[config.mk]
export PLATFORM = sky130hd
export DESIGN_NAME = klein_mode_ctrl
export DESIGN_NICKNAME = d
export VERILOG_FILES = /design/src/rtl/klein_pkg.sv /design/src/rtl/klein_core.sv /design/src/rtl/klein_mode_ctrl.sv
export SDC_FILE = /design/constraint.sdc
export NUM_CORES = 2
export LEC_CHECK = 0
export ABC_AREA = 0
export CAP_MARGIN = 20
export CORE_ASPECT_RATIO = 1.75
export CORE_MARGIN = 5
export CORE_UTILIZATION = 63
export CTS_BUF_LIST = sky130_fd_sc_hd__clkbuf_16
export DETAILED_ROUTE_END_ITERATION = 6
export PLACE_DENSITY = 0.85
export SLEW_MARGIN = 40
export SYNTH_ARGS = -nofsm -noshare
export SYNTH_HDL_FRONTEND = slang
export SYNTH_SLANG_ARGS = --single-unit
export TNS_END_PERCENT = 30
[constraint.sdc]
create_clock -name iclk -period 10.75 [get_ports iclk]
set_input_delay 2.6875 -clock iclk [delete_from_list [all_inputs] [get_ports iclk]]
set_output_delay 2.6875 -clock iclk [all_outputs]
set_load 0.05 [all_outputs]
[src/rtl/klein_pkg.sv]
// Shared types and constants for the KLEIN-64 mode controller and core.
package klein_pkg;

    typedef logic [63:0] block_t;

    localparam logic MODE_ECB = 1'b0;
    localparam logic MODE_CBC = 1'b1;

    typedef enum logic [2:0] {
        ST_IDLE,
        ST_KINIT,
        ST_KWAIT,
        ST_ACCEPT,
        ST_NEXT,
        ST_RWAIT,
        ST_OUT
    } state_t;

    // KLEIN 4-bit S-box; it is an involution, so it also serves as its own inverse.
    function automatic logic [3:0] klein_sbox(input logic [3:0] x);
        logic [3:0] y;
        case (x)
            4'h0: y = 4'h7;
            4'h1: y = 4'h4;
            4'h2: y = 4'hA;
            4'h3: y = 4'h9;
            4'h4: y = 4'h1;
            4'h5: y = 4'hF;
            4'h6: y = 4'hB;
            4'h7: y = 4'h0;
            4'h8: y = 4'hC;
            4'h9: y = 4'h3;
            4'hA: y = 4'h2;
            4'hB: y = 4'h6;
            4'hC: y = 4'h8;
            4'hD: y = 4'hE;
            4'hE: y = 4'hD;
            default: y = 4'h5;
        endcase
        return y;
    endfunction

endpackage

[src/rtl/klein_core.sv]
// Iterative KLEIN-64 block cipher: 12-cycle key setup on iinit, 12-cycle block on inext.
module klein_core
    import klein_pkg::*;
(
    input  logic   iclk,
    input  logic   ireset,
    input  logic   iinit,
    input  logic   inext,
    input  logic   iencdec,
    input  block_t ikey,
    input  block_t iblock,
    output logic   oready,
    output block_t oresult,
    output logic   oresult_valid
);

    localparam logic [3:0] NR = 4'd12;

    block_t     state_r, key_r, sk1_r, sk13_r, result_r;
    logic [3:0] round_r;
    logic       kbusy_r, bbusy_r, enc_r, ready_r, valid_r;
    block_t     ks_out, iks_out, enc_out, dec_out;

    function automatic block_t sub_nib(input block_t x);
        block_t y;
        y = '0;
        for (int unsigned i = 0; i < 16; i++)
            y[4*i +: 4] = klein_sbox(x[4*i +: 4]);
        return y;
    endfunction

    function automatic logic [7:0] xt(input logic [7:0] b);
        return {b[6:0], 1'b0} ^ (b[7] ? 8'h1B : 8'h00);
    endfunction

    function automatic logic [31:0] mix_col(input logic [31:0] c);
        logic [7:0] a0, a1, a2, a3;
        {a0, a1, a2, a3} = c;
        return {xt(a0) ^ xt(a1) ^ a1 ^ a2 ^ a3,
                a0 ^ xt(a1) ^ xt(a2) ^ a2 ^ a3,
                a0 ^ a1 ^ xt(a2) ^ xt(a3) ^ a3,
                xt(a0) ^ a0 ^ a1 ^ a2 ^ xt(a3)};
    endfunction

    function automatic block_t mix(input block_t x);
        return {mix_col(x[63:32]), mix_col(x[31:0])};
    endfunction

    // The AES column matrix has order 4, so three applications give its inverse.
    function automatic block_t inv_mix(input block_t x);
        return mix(mix(mix(x)));
    endfunction

    function automatic block_t key_sched(input block_t k, input logic [3:0] i);
        logic [31:0] ar, br, na, nb;
        ar = {k[55:32], k[63:56]};
        br = {k[23:0],  k[31:24]};
        na = br;
        nb = ar ^ br;
        na[15:8]  = na[15:8] ^ {4'h0, i};
        nb[23:8]  = sub_nib({48'h0, nb[23:8]})[15:0];
        return {na, nb};
    endfunction

    function automatic block_t inv_key_sched(input block_t k, input logic [3:0] i);
        logic [31:0] na, nb, ar, br;
        na = k[63:32];
        nb = k[31:0];
        nb[23:8] = sub_nib({48'h0, nb[23:8]})[15:0];
        na[15:8] = na[15:8] ^ {4'h0, i};
        br = na;
        ar = nb ^ br;
        return {ar[7:0], ar[31:8], br[7:0], br[31:8]};
    endfunction

    always_comb begin
        ks_out  = key_sched(key_r, round_r);
        iks_out = inv_key_sched(key_r, round_r);
        enc_out = mix({sub_nib(state_r ^ key_r)} << 16 | {sub_nib(state_r ^ key_r)} >> 48);
        dec_out = sub_nib({inv_mix(state_r)} >> 16 | {inv_mix(state_r)} << 48) ^ iks_out;
    end

    always_ff @(posedge iclk) begin
        if (ireset) begin
            state_r  <= '0;
            key_r    <= '0;
            sk1_r    <= '0;
            sk13_r   <= '0;
            result_r <= '0;
            round_r  <= '0;
            kbusy_r  <= 1'b0;
            bbusy_r  <= 1'b0;
            enc_r    <= 1'b0;
            ready_r  <= 1'b0;
            valid_r  <= 1'b0;
        end else if (iinit) begin
            key_r   <= ikey;
            sk1_r   <= ikey;
            round_r <= 4'd1;
            kbusy_r <= 1'b1;
            bbusy_r <= 1'b0;
            ready_r <= 1'b0;
            valid_r <= 1'b0;
        end else if (inext && ready_r && !bbusy_r) begin
            enc_r   <= iencdec;
            bbusy_r <= 1'b1;
            valid_r <= 1'b0;
            if (iencdec) begin
                state_r <= iblock;
                key_r   <= sk1_r;
                round_r <= 4'd1;
            end else begin
                state_r <= iblock ^ sk13_r;
                key_r   <= sk13_r;
                round_r <= NR;
            end
        end else if (kbusy_r) begin
            key_r   <= ks_out;
            round_r <= round_r + 4'd1;
            if (round_r == NR) begin
                sk13_r  <= ks_out;
                kbusy_r <= 1'b0;
                ready_r <= 1'b1;
            end
        end else if (bbusy_r) begin
            if (enc_r) begin
                state_r <= enc_out;
                key_r   <= ks_out;
                round_r <= round_r + 4'd1;
                if (round_r == NR) begin
                    result_r <= enc_out ^ ks_out;
                    valid_r  <= 1'b1;
                    bbusy_r  <= 1'b0;
                end
            end else begin
                state_r <= dec_out;
                key_r   <= iks_out;
                round_r <= round_r - 4'd1;
                if (round_r == 4'd1) begin
                    result_r <= dec_out;
                    valid_r  <= 1'b1;
                    bbusy_r  <= 1'b0;
                end
            end
        end
    end

    assign oready        = ready_r;
    assign oresult       = result_r;
    assign oresult_valid = valid_r;

endmodule

[src/rtl/klein_mode_ctrl.sv]
// ECB/CBC block-mode controller around klein_core; one block in flight.
// CBC chaining is built only when KLEIN_MODE_CBC_EN is defined.
module klein_mode_ctrl
    import klein_pkg::*;
#(
    parameter int unsigned CNT_W   = 16,
    parameter int unsigned TIMEOUT = 1023
) (
    input  logic             iclk,
    input  logic             ireset,
    input  logic             istart,
    input  logic [63:0]      ikey,
    input  logic [63:0]      iiv,
    input  logic             imode,
    input  logic             iencdec,
    input  logic             in_valid,
    output logic             oin_ready,
    input  logic [63:0]      in_data,
    output logic             oout_valid,
    input  logic             iout_ready,
    output logic [63:0]      oout_data,
    output logic             obusy,
    output logic             oerror,
    output logic [CNT_W-1:0] ocount
);

    localparam int unsigned WAIT_W = (TIMEOUT < 2) ? 1 : $clog2(TIMEOUT + 1);
    localparam logic [WAIT_W-1:0] WAIT_MAX = WAIT_W'(TIMEOUT);

    state_t             state, state_nx;
    block_t             key_r, blk_r, out_r;
    logic               encdec_r, err_r;
    logic [CNT_W-1:0]   cnt_r;
    logic [WAIT_W-1:0]  wait_cnt;

    logic   core_init, core_next, core_ready, core_valid, timeout;
    block_t core_block, core_result, result_out;

    klein_core u_core (
        .iclk          (iclk),
        .ireset        (ireset),
        .iinit         (core_init),
        .inext         (core_next),
        .iencdec       (encdec_r),
        .ikey          (key_r),
        .iblock        (core_block),
        .oready        (core_ready),
        .oresult       (core_result),
        .oresult_valid (core_valid)
    );

`ifdef KLEIN_MODE_CBC_EN
    logic   mode_r;
    block_t chain_r;

    // Chain only advances when the output is consumed, so the core input stays stable.
    always_comb begin
        core_block = blk_r;
        result_out = core_result;
        if (mode_r == MODE_CBC && encdec_r)
            core_block = blk_r ^ chain_r;
        if (mode_r == MODE_CBC && !encdec_r)
            result_out = core_result ^ chain_r;
    end

    always_ff @(posedge iclk) begin
        if (ireset) begin
            mode_r  <= MODE_ECB;
            chain_r <= '0;
        end else if (state == ST_IDLE && istart) begin
            mode_r  <= imode;
            chain_r <= iiv;
        end else if (state == ST_OUT && iout_ready) begin
            chain_r <= encdec_r ? out_r : blk_r;
        end
    end
`else
    logic unused_cfg;
    assign unused_cfg = ^{imode, iiv};
    assign core_block = blk_r;
    assign result_out = core_result;
`endif

    always_comb begin
        state_nx  = state;
        core_init = 1'b0;
        core_next = 1'b0;
        timeout   = 1'b0;
        case (state)
            ST_IDLE:   if (istart) state_nx = ST_KINIT;
            ST_KINIT: begin
                core_init = 1'b1;
                state_nx  = ST_KWAIT;
            end
            ST_KWAIT: begin
                if (core_ready && wait_cnt != '0) begin
                    state_nx = ST_ACCEPT;
                end else if (wait_cnt == WAIT_MAX) begin
                    timeout  = 1'b1;
                    state_nx = ST_IDLE;
                end
            end
            ST_ACCEPT: if (in_valid) state_nx = ST_NEXT;
            ST_NEXT: begin
                core_next = 1'b1;
                state_nx  = ST_RWAIT;
            end
            ST_RWAIT: begin
                if (core_valid) begin
                    state_nx = ST_OUT;
                end else if (wait_cnt == WAIT_MAX) begin
                    timeout  = 1'b1;
                    state_nx = ST_IDLE;
                end
            end
            ST_OUT:    if (iout_ready) state_nx = ST_ACCEPT;
            default:   state_nx = ST_IDLE;
        endcase
    end

    always_ff @(posedge iclk) begin
        if (ireset) begin
            state    <= ST_IDLE;
            key_r    <= '0;
            encdec_r <= 1'b0;
            blk_r    <= '0;
            out_r    <= '0;
            err_r    <= 1'b0;
            cnt_r    <= '0;
            wait_cnt <= '0;
        end else begin
            state <= state_nx;
            if (state == ST_IDLE && istart) begin
                key_r    <= ikey;
                encdec_r <= iencdec;
                cnt_r    <= '0;
                err_r    <= 1'b0;
            end
            if (state == ST_KINIT || state == ST_NEXT)
                wait_cnt <= '0;
            else if (state == ST_KWAIT || state == ST_RWAIT)
                wait_cnt <= wait_cnt + WAIT_W'(1);
            if (state == ST_ACCEPT && in_valid)
                blk_r <= in_data;
            if (state == ST_RWAIT && core_valid)
                out_r <= result_out;
            if (state == ST_OUT && iout_ready)
                cnt_r <= cnt_r + CNT_W'(1);
            if (timeout) begin
                err_r <= 1'b1;
                blk_r <= '0;
            end
        end
    end

    assign oin_ready  = (state == ST_ACCEPT);
    assign oout_valid = (state == ST_OUT);
    assign obusy      = (state != ST_IDLE);
    assign oout_data  = out_r;
    assign oerror     = err_r;
    assign ocount     = cnt_r;

endmodule
Word-level counts from Yosys, hierarchy flattened
Memory sizes are Yosys's and may differ from the RTL's. A register that Yosys moved wholly into a read port is not among the register bits.
Index checks and enable logic that the tools add are counted.
- register bits after elaboration: 552
- latch bits: 0
- bits in writable memories: 0
- memory bits (read-only): 2560
- output and inout bits: 84
- logic and storage cells: 371
- memories: 40
- add/subtract/negate cells: 4
- multipliers: 0
- div/mod/pow operators: 0
- order comparisons: 0
- equality and inequality tests: 15
- shift-type cells: 0
- mux-type cells: 89
- bitwise operators: 173
- reduce and logical (&&, ||, !) cells: 30
- memory list (memory ; words ; bits a word ; rd ports ; clocked after memory_dff ; write ports ; RTL line ; RTL):
    (no name shown) ; 16 ; 4 ; 1 ; 0 ; 0 ; klein_pkg.sv:22 ; case (x)
    (no name shown) ; 16 ; 4 ; 1 ; 0 ; 0 ; klein_pkg.sv:22 ;
    (no name shown) ; 16 ; 4 ; 1 ; 0 ; 0 ; klein_pkg.sv:22 ;
    (no name shown) ; 16 ; 4 ; 1 ; 0 ; 0 ; klein_pkg.sv:22 ;
    (no name shown) ; 16 ; 4 ; 1 ; 1 ; 0 ; klein_pkg.sv:22 ;
    (no name shown) ; 16 ; 4 ; 1 ; 1 ; 0 ; klein_pkg.sv:22 ;
    +34 memories ; -- ; -- ; -- ; -- ; -- ; -- ;
- operators with widths (operator ; count):
    XOR 8 bit ; 155
    two-way mux 64 bit ; 14
    XOR 64 bit ; 4
    two-way mux 5 bit ; 32
    OR 48 x 64 -> 64 bit ; 1
    OR 64 x 16 -> 64 bit ; 1
    XOR 32 bit ; 2
    two-way mux 4 bit ; 13
    XOR 8 x 5 -> 8 bit ; 5
    two-way mux 16 bit ; 2
    one-hot mux 3 bit (7 select lines) ; 1
    two-way mux 1 bit ; 20
    two-way mux 3 bit ; 6
    adder 16 x 1 -> 16 bit (second input constant) ; 1
    XOR 8 x 4 -> 8 bit ; 2
    adder 10 x 1 -> 10 bit (second input constant) ; 1
    equality test 10 bit (second input constant) ; 1
    != test 2 bit (second input constant) ; 5
    nonzero test 10 bit ; 1
    equality test 3 bit (second input constant) ; 3
    AND reduction 3 bit ; 3
    AND reduction 4 bit ; 2
    nonzero test 2 bit ; 4
    logical AND 1 bit ; 7
    other kinds (18) ; 25

Depth between registers and ports, before layout
An unclocked memory read counts as a cell.
- depth in word-level cells: 25
- gate-level depth with buffers: 18
- mapped depth without buffers: 17

By module
A second synthesis with hierarchy kept.
- cells, all modules: 4938
- area, all modules: 42059.1 sq um
- modules (own cells, without submodules) (module ; instances ; cells an instance ; area an instance (sq um) ; seq. area each (sq um)):
    klein_core ; 1 ; 3878 ; 33574.7 ; 6906.6
    klein_mode_ctrl ; 1 ; 1060 ; 8484.4 ; 4464.3

Worst setup path after synthesis
OpenSTA, ideal clock, no wires.
- kind: input -> register
- start: input port ireset
- end: register (tool-made name)
- setup time: 115 ps
- arrival time: 4591 ps
- slack: 6044 ps
- stages on the path: 8
- buffers on the path: 3
- path through: clkbuf_1 -> buf_1 -> clkbuf_1 -> nor2_1 -> inv_1 -> ha_1 -> mux4_2 -> and2_1
- RTL lines (what ; RTL line ; RTL):
    from (decl) ; klein_mode_ctrl.sv:10 ; input logic ireset,

Final worst setup path
- start: register state[0]
- end: output port oin_ready
- longest elaborated chain between the ends: 1
- ends and longest elaborated chain (what ; RTL line ; RTL):
    from (decl) ; klein_mode_ctrl.sv:30 ; state_t state, state_nx;
    from (signal assigned) ; klein_mode_ctrl.sv:132 ; state <= state_nx;
    equality test 3 x 2 -> 1 bit ; klein_mode_ctrl.sv:156 ; assign oin_ready = (state == ST_ACCEPT);
    to (decl) ; klein_mode_ctrl.sv:17 ; output logic oin_ready,
No other way between the ends.

==> impl_metrics.env <==
export IMPL_outcome="finished, violations left"
export IMPL_violations="design-rule violations"
export IMPL_worstSetupPathType="flop to output port"
export IMPL_design_power_total_mw=10.0
export IMPL_yosys_most_used_dff="dfxtp_1"
export IMPL_finClkSkew_ps=47.0
export IMPL_min_period_ps=5520
export IMPL_cpPeakStageDelay_ps=810
export IMPL_arrival_ps=2840
export IMPL_final_cell_mix="nand2_1 (759), a21oi_1 (576), dfxtp_1 (563)"
export IMPL_cp_max_fo=15
export IMPL_fin_crit_sh_pct=51.4
export IMPL_crit_buf_inv=2
export IMPL_drt_initial_drc_count=4307
export IMPL_grt_usage_pct=46.3
export IMPL_fmax_mhz=181
export IMPL_synth_area_leaders="dfxtp_1 (28%), xnor2_1 (12%), a21oi_1 (7.1%), nand2_1 (7.0%), xor2_1 (6.4%)"
export IMPL_final_area_um2=45600
export IMPL_cts_resized=0
export IMPL_wirelength_um=168000
export IMPL_yosysTopAreaCell="dfxtp_1"
export IMPL_grt_max_degree=97
export IMPL_cp_num_cells=4
export IMPL_final_max_slew_viol_count=0
export IMPL_ios=283
export IMPL_syn_inst=4786
export IMPL_async_flop_share_pct=0
export IMPL_ys_seq_elements=568
export IMPL_end_kind="output port"
export IMPL_ir_drop_v=0.000166
export IMPL_htreeDepth=2
export IMPL_place_area_um2=43600
export IMPL_hold_class="flop to flop"
export IMPL_start_kind="flop"
export IMPL_r2r_slack_ps=5260
export IMPL_port_buffers=217
export IMPL_rows=123
export IMPL_synth_edf_count=0
export IMPL_netlist_area_um2=40900
export IMPL_cts_hold_buf=0
export IMPL_grt_overflow_total=0
export IMPL_grt_first_pass_wirelength_um=237000
export IMPL_p_leak_nw=17.9
export IMPL_tightest_slew_ps=1050
export IMPL_clk_pin_slew_ps=60
export IMPL_rsz0062_at_grt="false"
export IMPL_routed_via_count=36400
export IMPL_worstHoldStart="oout_data[3]"
export IMPL_remaining_drc_errors=2
export IMPL_nets=5162
export IMPL_powerDensity_nw_per_um2=221
export IMPL_crit_required_ps=8060
export IMPL_die_w_um=203
export IMPL_ys_types=79
export IMPL_yosysSeqAreaShare_pct=27.8
export IMPL_n_fill_cell=5178
export IMPL_dr_pass1_iters=7
export IMPL_synth_top_area_share_pct=27.8
export IMPL_post_route_cells_drive_above_1_share_pct=8.13
export IMPL_via_per_inst=6.45
export IMPL_die_area_um2=70300
export IMPL_worstHoldPathCells=2
export IMPL_ant_nets=0
export IMPL_clock_sinks=568
export IMPL_tritoncts_num_buffers=53
export IMPL_die_y_um=347
export IMPL_slew_headroom_pct=29.5
export IMPL_hold_viol_final=0
export IMPL_area_delta_synth_final_pct=11.5
export IMPL_place_hpwl_um=126000
export IMPL_ctsLongestPathBuffers=3
export IMPL_syn_nets=5153
export IMPL_drv_cap=0
export IMPL_finalSetupViolCount=0
export IMPL_postCtsSetupBuffers=0
export IMPL_timing_rr_start="u_core.state_r[26]"
export IMPL_crit_chain="nor2b_1 -> nand2_1 -> inv_1 -> clkdlybuf4s50_1"
export IMPL_grt_pass1_vias=35000
export IMPL_startpoint="state[0]"
export IMPL_routedWlPerCell_um=29.7
export IMPL_core_area_um2=64300
export IMPL_tns_ps=0
export IMPL_crit_family="buffers and inverters"
export IMPL_syn_avg_cell_area_um2=8.54
export IMPL_slowest_stage="clkdlybuf4s50_1"
export IMPL_reg2reg_depth=13
export IMPL_place_gp_congestion=1.09
export IMPL_cts_tree="done"
export IMPL_grt_antenna_before_repair=2
export IMPL_ys_warn_count=0
export IMPL_clk_root_buffer_cell="clkbuf_16"
export IMPL_initial_core_util_pct=63.5
export IMPL_final_common_cell="nand2_1"
export IMPL_clk_latency_ps=680
[kinds of logic (layout without fill, tap and decap cells)]
| kind of cell | count (synthesis) | after routing | synth area share [%] |
|---|---|---|---|
| other | 0 | 1 | 0 |
| XOR/XNOR | 1007 | 1007 | 26.0 |
| buffers and inverters | 542 | 592 | 5.28 |
| AO/OA/AOI/OAI | 1095 | 1095 | 16.1 |
| adder cells (fa/ha/maj) | 168 | 168 | 5.14 |
| flip-flops | 568 | 568 | 27.8 |
| AND/OR/NAND/NOR | 1232 | 1232 | 12.5 |
| multiplexers | 174 | 174 | 7.17 |
[power by group]
group          internal, mW  switching [mW]
clock                  1.12           0.910
combinational          2.08            3.49
sequential             2.23           0.215
total                  5.43            4.62
[area by class of cell]
type                       count  area, µm²  area share (%)
clock inverter                43        483            1.06
multi-input combinational   3676      27700            60.8
timing repair buffer         322       2990            6.56
antenna                        1       2.50         0.00549
inverter                     174        653            1.43
sequential                   568      11400            25.0
clock buffer                  53       1330            2.91
tap                          812       1020            2.23
[tightest hold or removal path: cells and delay by family (launching register included)]
kind	cells	cell delay [ps]
DFF	1	310
and+or+nand+nor	1	50
AOI/OAI and AO/OA	1	50
[path summary, 6_finish.rpt]
check / endpoint
worst max-delay path: oin_ready
worst min-delay path: oout_data[3]
worst max register to register: u_core.oresult[55]
worst min register to register: oout_data[3]
[cells in the mapped netlist (64+ instances only)]
| library cell | instances |
|---|---|
| xor2_1 | 300 |
| o21ai_0 | 97 |
| xnor3_1 | 81 |
| ha_1 | 168 |
| nor2_1 | 248 |
| dfxtp_1 | 568 |
| mux4_2 | 92 |
| a211oi_1 | 103 |
| inv_1 | 172 |
| a21oi_1 | 579 |
| nand2_1 | 761 |
| nor2b_1 | 70 |
| clkbuf_1 | 293 |
| o211ai_1 | 141 |
| xnor2_1 | 576 |
| mux2i_1 | 64 |
[sequential cells by signal, indices dropped and copies added (netlist names), 3 cells and up, named ones only]
register / flops
u_core.sk13_r: 64
u_core.key_r: 64
u_core.round_r: 4
key_r: 64
wait_cnt: 10
state: 3
u_core.sk1_r: 64
blk_r: 64
ocount: 16
oout_data: 64
u_core.state_r: 64
u_core.oresult: 64
[layer usage]
metal | routed length [µm] | global-route usage [%] | vias to the layer above | part of all wire (%)
met5 | 0 | 0 | - | 0
met4 | 24500 | 49.9 | 0 | 15
met3 | 15500 | 9.75 | 750 | 9.2
met2 | 75100 | 73.5 | 2177 | 45
met1 | 52700 | 48.4 | 17300 | 31
li1 | - | - | 16200 | -
[per-stage QoR]
step	hold slack [ps]	worst slack, ps	cells	utilization, %
floorplan	423	6040	4786	-
global placement	437	5250	5551	67.6
detailed placement	442	5230	5552	67.8
CTS	449	5260	5648	70.7
global route	464	5080	5649	70.8
finish	452	5230	5649	70.8
Power figures use the tool's default switching activity.
